File: src/rtl/ld_cell_a2d.sv
// SPI master that runs LFT/RGHT/BATT conversion rounds on the load-cell A2D.
// Build option LD_AVG_EN: first-order averaging of lft_ld and rght_ld.
module ld_cell_a2d #(
   parameter logic [2:0] LFT_CH  = 3'd0,
   parameter logic [2:0] RGHT_CH = 3'd4,
   parameter logic [2:0] BATT_CH = 3'd5
) (
   input  logic        clk,
   input  logic        rst,
   input  logic        nxt,
   input  logic        MISO,
   output logic        SS_n,
   output logic        SCLK,
   output logic        MOSI,
   output logic [11:0] lft_ld,
   output logic [11:0] rght_ld,
   output logic [11:0] batt,
   output logic        busy,
   output logic        vld
);

   typedef enum logic [2:0] {IDLE, FRONT, SHIFT, BACK, GAP, DONE} state_t;

   state_t      state;
   logic [4:0]  div;
   logic [3:0]  bit_cnt;
   logic [2:0]  idx;
   logic [4:0]  cnt;
   logic [15:0] tx_sr;
   logic [11:0] rx_sr;
   logic [1:0]  nxt_pair;
   logic [15:0] nxt_cmd;
   logic [11:0] lft_new;
   logic [11:0] rght_new;

   function automatic logic [15:0] cmd(input logic [1:0] pair);
      logic [2:0] ch;
      case (pair)
         2'd0:    ch = LFT_CH;
         2'd1:    ch = RGHT_CH;
         default: ch = BATT_CH;
      endcase
      return {2'b00, ch, 11'h000};
   endfunction

   // A and B of one channel share the address; the next channel starts after each B.
   assign nxt_pair = idx[2:1] + {1'b0, idx[0]};
   assign nxt_cmd  = cmd(nxt_pair);

`ifdef LD_AVG_EN
   logic primed;

   always_ff @(posedge clk) begin
      if (rst)
         primed <= 1'b0;
      else if (state == GAP && idx == 3'd5)
         primed <= 1'b1;
   end

   assign lft_new  = primed ? 12'(({1'b0, lft_ld}  + {1'b0, rx_sr}) >> 1) : rx_sr;
   assign rght_new = primed ? 12'(({1'b0, rght_ld} + {1'b0, rx_sr}) >> 1) : rx_sr;
`else
   assign lft_new  = rx_sr;
   assign rght_new = rx_sr;
`endif

   // NOTE: every register here is sequential state, so all updates are non-blocking
   // and the whole FSM plus its registered outputs lives in one clocked block.
   always_ff @(posedge clk) begin
      if (rst) begin
         state   <= IDLE;
         SS_n    <= 1'b1;
         SCLK    <= 1'b1;
         MOSI    <= 1'b0;
         busy    <= 1'b0;
         vld     <= 1'b0;
         lft_ld  <= '0;
         rght_ld <= '0;
         batt    <= '0;
         div     <= '0;
         bit_cnt <= '0;
         idx     <= '0;
         cnt     <= '0;
         tx_sr   <= '0;
         rx_sr   <= '0;
      end else begin
         vld <= 1'b0;
         case (state)
            IDLE: begin
               if (nxt) begin
                  state <= FRONT;
                  busy  <= 1'b1;
                  SS_n  <= 1'b0;
                  cnt   <= '0;
                  MOSI  <= nxt_cmd[15];
                  tx_sr <= {nxt_cmd[14:0], 1'b0};
               end
            end
            FRONT: begin
               cnt <= cnt + 5'd1;
               if (cnt == 5'd7) begin
                  state   <= SHIFT;
                  SCLK    <= 1'b0;
                  div     <= '0;
                  bit_cnt <= '0;
               end
            end
            SHIFT: begin
               div <= div + 5'd1;
               if (div == 5'd15) begin
                  SCLK    <= 1'b1;
                  rx_sr   <= {rx_sr[10:0], MISO};
                  bit_cnt <= bit_cnt + 4'd1;
                  if (bit_cnt == 4'd15) begin
                     state <= BACK;
                     cnt   <= '0;
                  end
               end else if (div == 5'd31) begin
                  // The porch fall entering SHIFT does not advance, so bit 15 meets the first rise.
                  SCLK  <= 1'b0;
                  MOSI  <= tx_sr[15];
                  tx_sr <= {tx_sr[14:0], 1'b0};
               end
            end
            BACK: begin
               cnt <= cnt + 5'd1;
               if (cnt == 5'd15) begin
                  state <= GAP;
                  SS_n  <= 1'b1;
                  MOSI  <= 1'b0;
                  cnt   <= '0;
               end
            end
            GAP: begin
               cnt <= cnt + 5'd1;
               if (cnt == 5'd0 && idx[0]) begin
                  case (idx[2:1])
                     2'd0:    lft_ld  <= lft_new;
                     2'd1:    rght_ld <= rght_new;
                     default: batt    <= rx_sr;
                  endcase
               end
               if (idx == 3'd5) begin
                  state <= DONE;
                  vld   <= 1'b1;
               end else if (cnt == 5'd31) begin
                  state <= FRONT;
                  SS_n  <= 1'b0;
                  cnt   <= '0;
                  idx   <= idx + 3'd1;
                  MOSI  <= nxt_cmd[15];
                  tx_sr <= {nxt_cmd[14:0], 1'b0};
               end
            end
            DONE: begin
               state <= IDLE;
               busy  <= 1'b0;
               idx   <= '0;
            end
            default: state <= IDLE;
         endcase
      end
   end

endmodule

File: config.mk
export PLATFORM = sky130hd
export DESIGN_NAME = ld_cell_a2d
export DESIGN_NICKNAME = d
export VERILOG_FILES = /design/src/rtl/ld_cell_a2d.sv
export SDC_FILE = /design/constraint.sdc
export NUM_CORES = 1
export LEC_CHECK = 0
export ABC_AREA = 1
export CAP_MARGIN = 20
export CORE_MARGIN = 1.5
export CORE_UTILIZATION = 55
export DETAILED_ROUTE_END_ITERATION = 7
export PLACE_DENSITY = 0.79
export SLEW_MARGIN = 20
export SYNTH_ARGS = -nofsm -noshare
export SYNTH_HDL_FRONTEND = slang
export SYNTH_SLANG_ARGS = --single-unit
File: constraint.sdc
create_clock -name clk -period 2.2 [get_ports clk]
set_input_delay 0.22 -clock clk [delete_from_list [all_inputs] [get_ports clk]]
set_output_delay 0.22 -clock clk [all_outputs]
set_load 0.03 [all_outputs]
==> run_results.csv <==
group,metric,value,unit
logic_synthesis,yosysUniqueCellTypes,30,
global_route,grt_pass1_vias,3003,
worst_setup_path,path_buf_inv,1,
timing,holdWs,0.449,ns
logic_synthesis,avgSynthCellArea,7.31,sq um
timing,grt_setup_unrepaired,"no",
routing,drtIter0Drc,226,
worst_setup_path,r2r-start,"cnt[0]",
logic_synthesis,synth.yosys.seq_area_share,43.0,%
global_route,grt_max_degree,29,
timing,fin_tns_setup,0,ns
worst_setup_path,ff2ff_setup_slack,0.31,ns
cts,cts_setup_buffers,0,
status,status,"finished, final reports clean",
run,maxCapViolCount,0,
place,hpwlAfterDp,5610,um
finish,n_fill_cell,560,
worst_setup_path,cp_max_fo,4,
finish,syn_to_final_growth,17.8,%
timing,skew,0.0127,ns
hold_path,min_path_type,"reg2reg",
power_and_ir_drop,total_power,3.76,mW
logic_synthesis,synth_compound_area_share,12.5,%
global_route,antenna_found_initial,0,
worst_setup_path,path_cells,"ha_1 > nand2_1 > nor2_1 > ha_1 > inv_1 > nand3_1 > nand2_2 > nor2_2 > nand3_1 > nand2_1 > nor2_1",
timing,max-slew-margin-rel,68.1,%
timing,period_share,85.8,%
worst_setup_path,cpPeakStageDelay,0.39,ns
logic_synthesis,synthSimpleGateAreaFrac,30.3,%
finish,fin_nets,546,
worst_setup_path,critPathLaunchType,"register",
floorplanning,start_util,56.8,%
finish,fin_area,4230,sq um
logic_synthesis,syn_nets,506,
routing,via_per_inst,5.44,
routing,wire_per_inst,13.3,um
place,routabilityCongestion,0.907,
floorplanning,core_region_area,6310,sq um
worst_setup_path,critPathCaptureType,"register",
timing,worst_slew_pin_slew,0.478,ns
worst_setup_path,r2r_end,"tx_sr[13]",
floorplanning,ios,45,
finish,regArea,1540,sq um
cts,h-tree-depth,3,
routing,routed_wl,8160,um
cts,cts_sinks,77,
cts,clk_path_buf_depth,2,
power_and_ir_drop,p_leak,1.64,nW
floorplanning,dieWidth,83.8,um
logic_synthesis,synthAdderAreaFrac,3.84,%
cts,clk_latency,0.36,ns
power_and_ir_drop,power_frac_seq,43.1,%
worst_setup_path,cp-endpoint,"tx_sr[13]",
power_and_ir_drop,p_sw_share,39.1,%
worst_setup_path,cp_slowest_cell,"dfxtp_1",
worst_setup_path,crit_family,"simple AND/OR/NAND/NOR gates",
cts,clkTransAtPathRegs,0.09,ns
floorplanning,die_h,83.8,um
global_route,grt_overflow,0,
routing,drc,0,
cts,numCtsBuffers,9,
timing,max_freq,530,MHz
power_and_ir_drop,clockPowerShare,26.5,%
routing,ant_nets,0,
timing,finalHoldViolCount,0,
cts,cts.repair.resized,0,
logic_synthesis,syn_area,3590,sq um
logic_synthesis,ys_ff_latch,77,
place,placed_cell_area,4040,sq um
place,port-buffer-count,44,
floorplanning,dieArea,7020,sq um
floorplanning,fp-row-count,29,
logic_synthesis,synthMuxAreaShare,0,%
routing,firstDrtPassIters,5,
logic_synthesis,syn_inst,491,
global_route,grt_pass1_wl,13900,um
logic_synthesis,synthXorXnorAreaFrac,0.244,%
global_route,track_usage,24.3,%
logic_synthesis,yosysTopAreaCell,"dfxtp_1",
finish,antenna_cells,0,
cts,postCtsHoldBufs,0,
worst_setup_path,startpoint,"cnt[0]",
power_and_ir_drop,ir_drop,0.733,mV
logic_synthesis,synth_top_family_by_area,"simple AND/OR/NAND/NOR gates",
timing,slew_viol_final,0,
logic_synthesis,synthTopCellsByArea,"dfxtp_1 (43%), nand2_1 (11%), a21oi_1 (9.1%), inv_1 (5.4%), nand3_1 (5.2%)",
worst_setup_path,ff2ff_path_depth,11,
power_and_ir_drop,power.density,891,nW/um^2
cts,cts_tree,"built",
finish,multiInputGateArea,1680,sq um
power_and_ir_drop,p_sw,1.47,mW
worst_setup_path,crit_type,"reg2reg",
power_and_ir_drop,combPwrFrac,30.4,%
worst_setup_path,required,2.45,ns
cts,cts_root_buffer,"clkbuf_8",
logic_synthesis,ys_warn_count,0,
timing,setup_viol,0,
timing,min_period,1.89,ns
routing,vias,3334,
power_and_ir_drop,internal_power,2.29,mW
finish,drive_gt1_share,8.58,%
logic_synthesis,netlist.area_leader.share,43.0,%
worst_setup_path,crit_cells,11,
worst_setup_path,arrival,2.14,ns
-- worst min-delay path by stage --
stage / endpoint / depth (start not counted) / start / slack [ns]
after floorplan: lft_new[0] / 2 / MISO / 0.38
after global placement: batt[3] / 2 / batt[3] / 0.43
after detailed placement: batt[5] / 2 / batt[5] / 0.44
after CTS: batt[5] / 2 / batt[5] / 0.45
after global routing: batt[4] / 2 / batt[4] / 0.48
final: batt[8] / 2 / batt[8] / 0.45
-- metal layers --
layer / vias up / track usage [%] / wire length, um
met1: 1533 / 34.3 / 3930
li1: 1692 / - / -
met2: 96 / 37.4 / 3700
met3: 13 / 3.86 / 393
met5: - / 0 / 0
met4: 0 / 9.24 / 136
-- Yosys cell counts, drive strengths merged --
cell and n:
nand2 109, dfxtp 77, a21oi 65, inv 57, nor2 51, nand3 42
nand4 25, o21ai 22, buf 15, ha 11, clkbuf 8, nor3 4
clkinv 1, nand3b 1, o211ai 1, o22ai 1, xnor2 1
-- logic make-up after synthesis --
family,after synthesis
fa+ha+maj,11
flops,77
compound gates,89
xor+xnor,1
simple gates,232
buf+inv,81
-- layout by cell type, fill, tap and decap left out, types with 2 or more instances in the layout --
| cell type | count |
|---|---|
| inv_6 | 2 |
| inv_2 | 4 |
| nand4_1 | 25 |
| nand3_2 | 4 |
| nand2_2 | 4 |
| inv_1 | 52 |
| nor2_4 | 3 |
| nor2_2 | 3 |
| ha_1 | 11 |
| clkbuf_8 | 9 |
| o21ai_0 | 21 |
| clkdlybuf4s50_1 | 44 |
| nor3_1 | 3 |
| buf_4 | 8 |
| clkinv_4 | 3 |
| nand2_1 | 104 |
| a21oi_1 | 65 |
| nor2_1 | 45 |
| nand3_1 | 37 |
| dfxtp_1 | 77 |
-- registers in the layout, indices dropped and copies added, names as in the netlist --
name / cells
SCLK: 1
cnt: 5
div: 5
state: 3
lft_ld: 12
vld: 1
busy: 1
idx: 3
lft_new: 12
rght_ld: 12
SS_n: 1
bit_cnt: 4
tx_sr: 4
batt: 12
MOSI: 1
-- power by group through the flow --
stage / clock network (mW) / logic, mW / registers [mW]
2_1_floorplan: 0 / 0.943 / 1.64
3_3_place_gp: 0 / 1.11 / 1.65
3_5_place_dp: 0 / 1.13 / 1.65
4_1_cts: 1.01 / 1.14 / 1.62
5_1_grt: 1.08 / 1.30 / 1.64
6_report: 0.996 / 1.15 / 1.62
-- worst reg2reg max path: cells and delay by family, from the launching register on --
family | cells | cell delay (ns)
adders and majority gates | 2 | 0.38
DFF | 1 | 0.39
and+or+nand+nor | 8 | 0.96
buffers and inverters | 1 | 0.07
-- layout make-up --
cell class                      instances  area share [%]
Clock buffer                            9            2.93
Clock inverter                          7            1.39
Inverter                               58            5.27
Multi-Input combinational cell        333            39.8
Sequential cell                        77            36.5
Tap cell                               77            2.28
Timing Repair Buffer                   52            11.8
-- through the flow --
step | setup WS, ns | cells | utilization (%)
4_1_cts | 0.332 | 613 | 66.9
2_1_floorplan | 0.572 | 491 | -
3_3_place_gp | 0.412 | 597 | 64.0
6_report | 0.312 | 613 | 66.9
5_1_grt | 0.0789 | 613 | 66.9
3_5_place_dp | 0.363 | 597 | 64.0
Power figures use the tool's default switching activity.
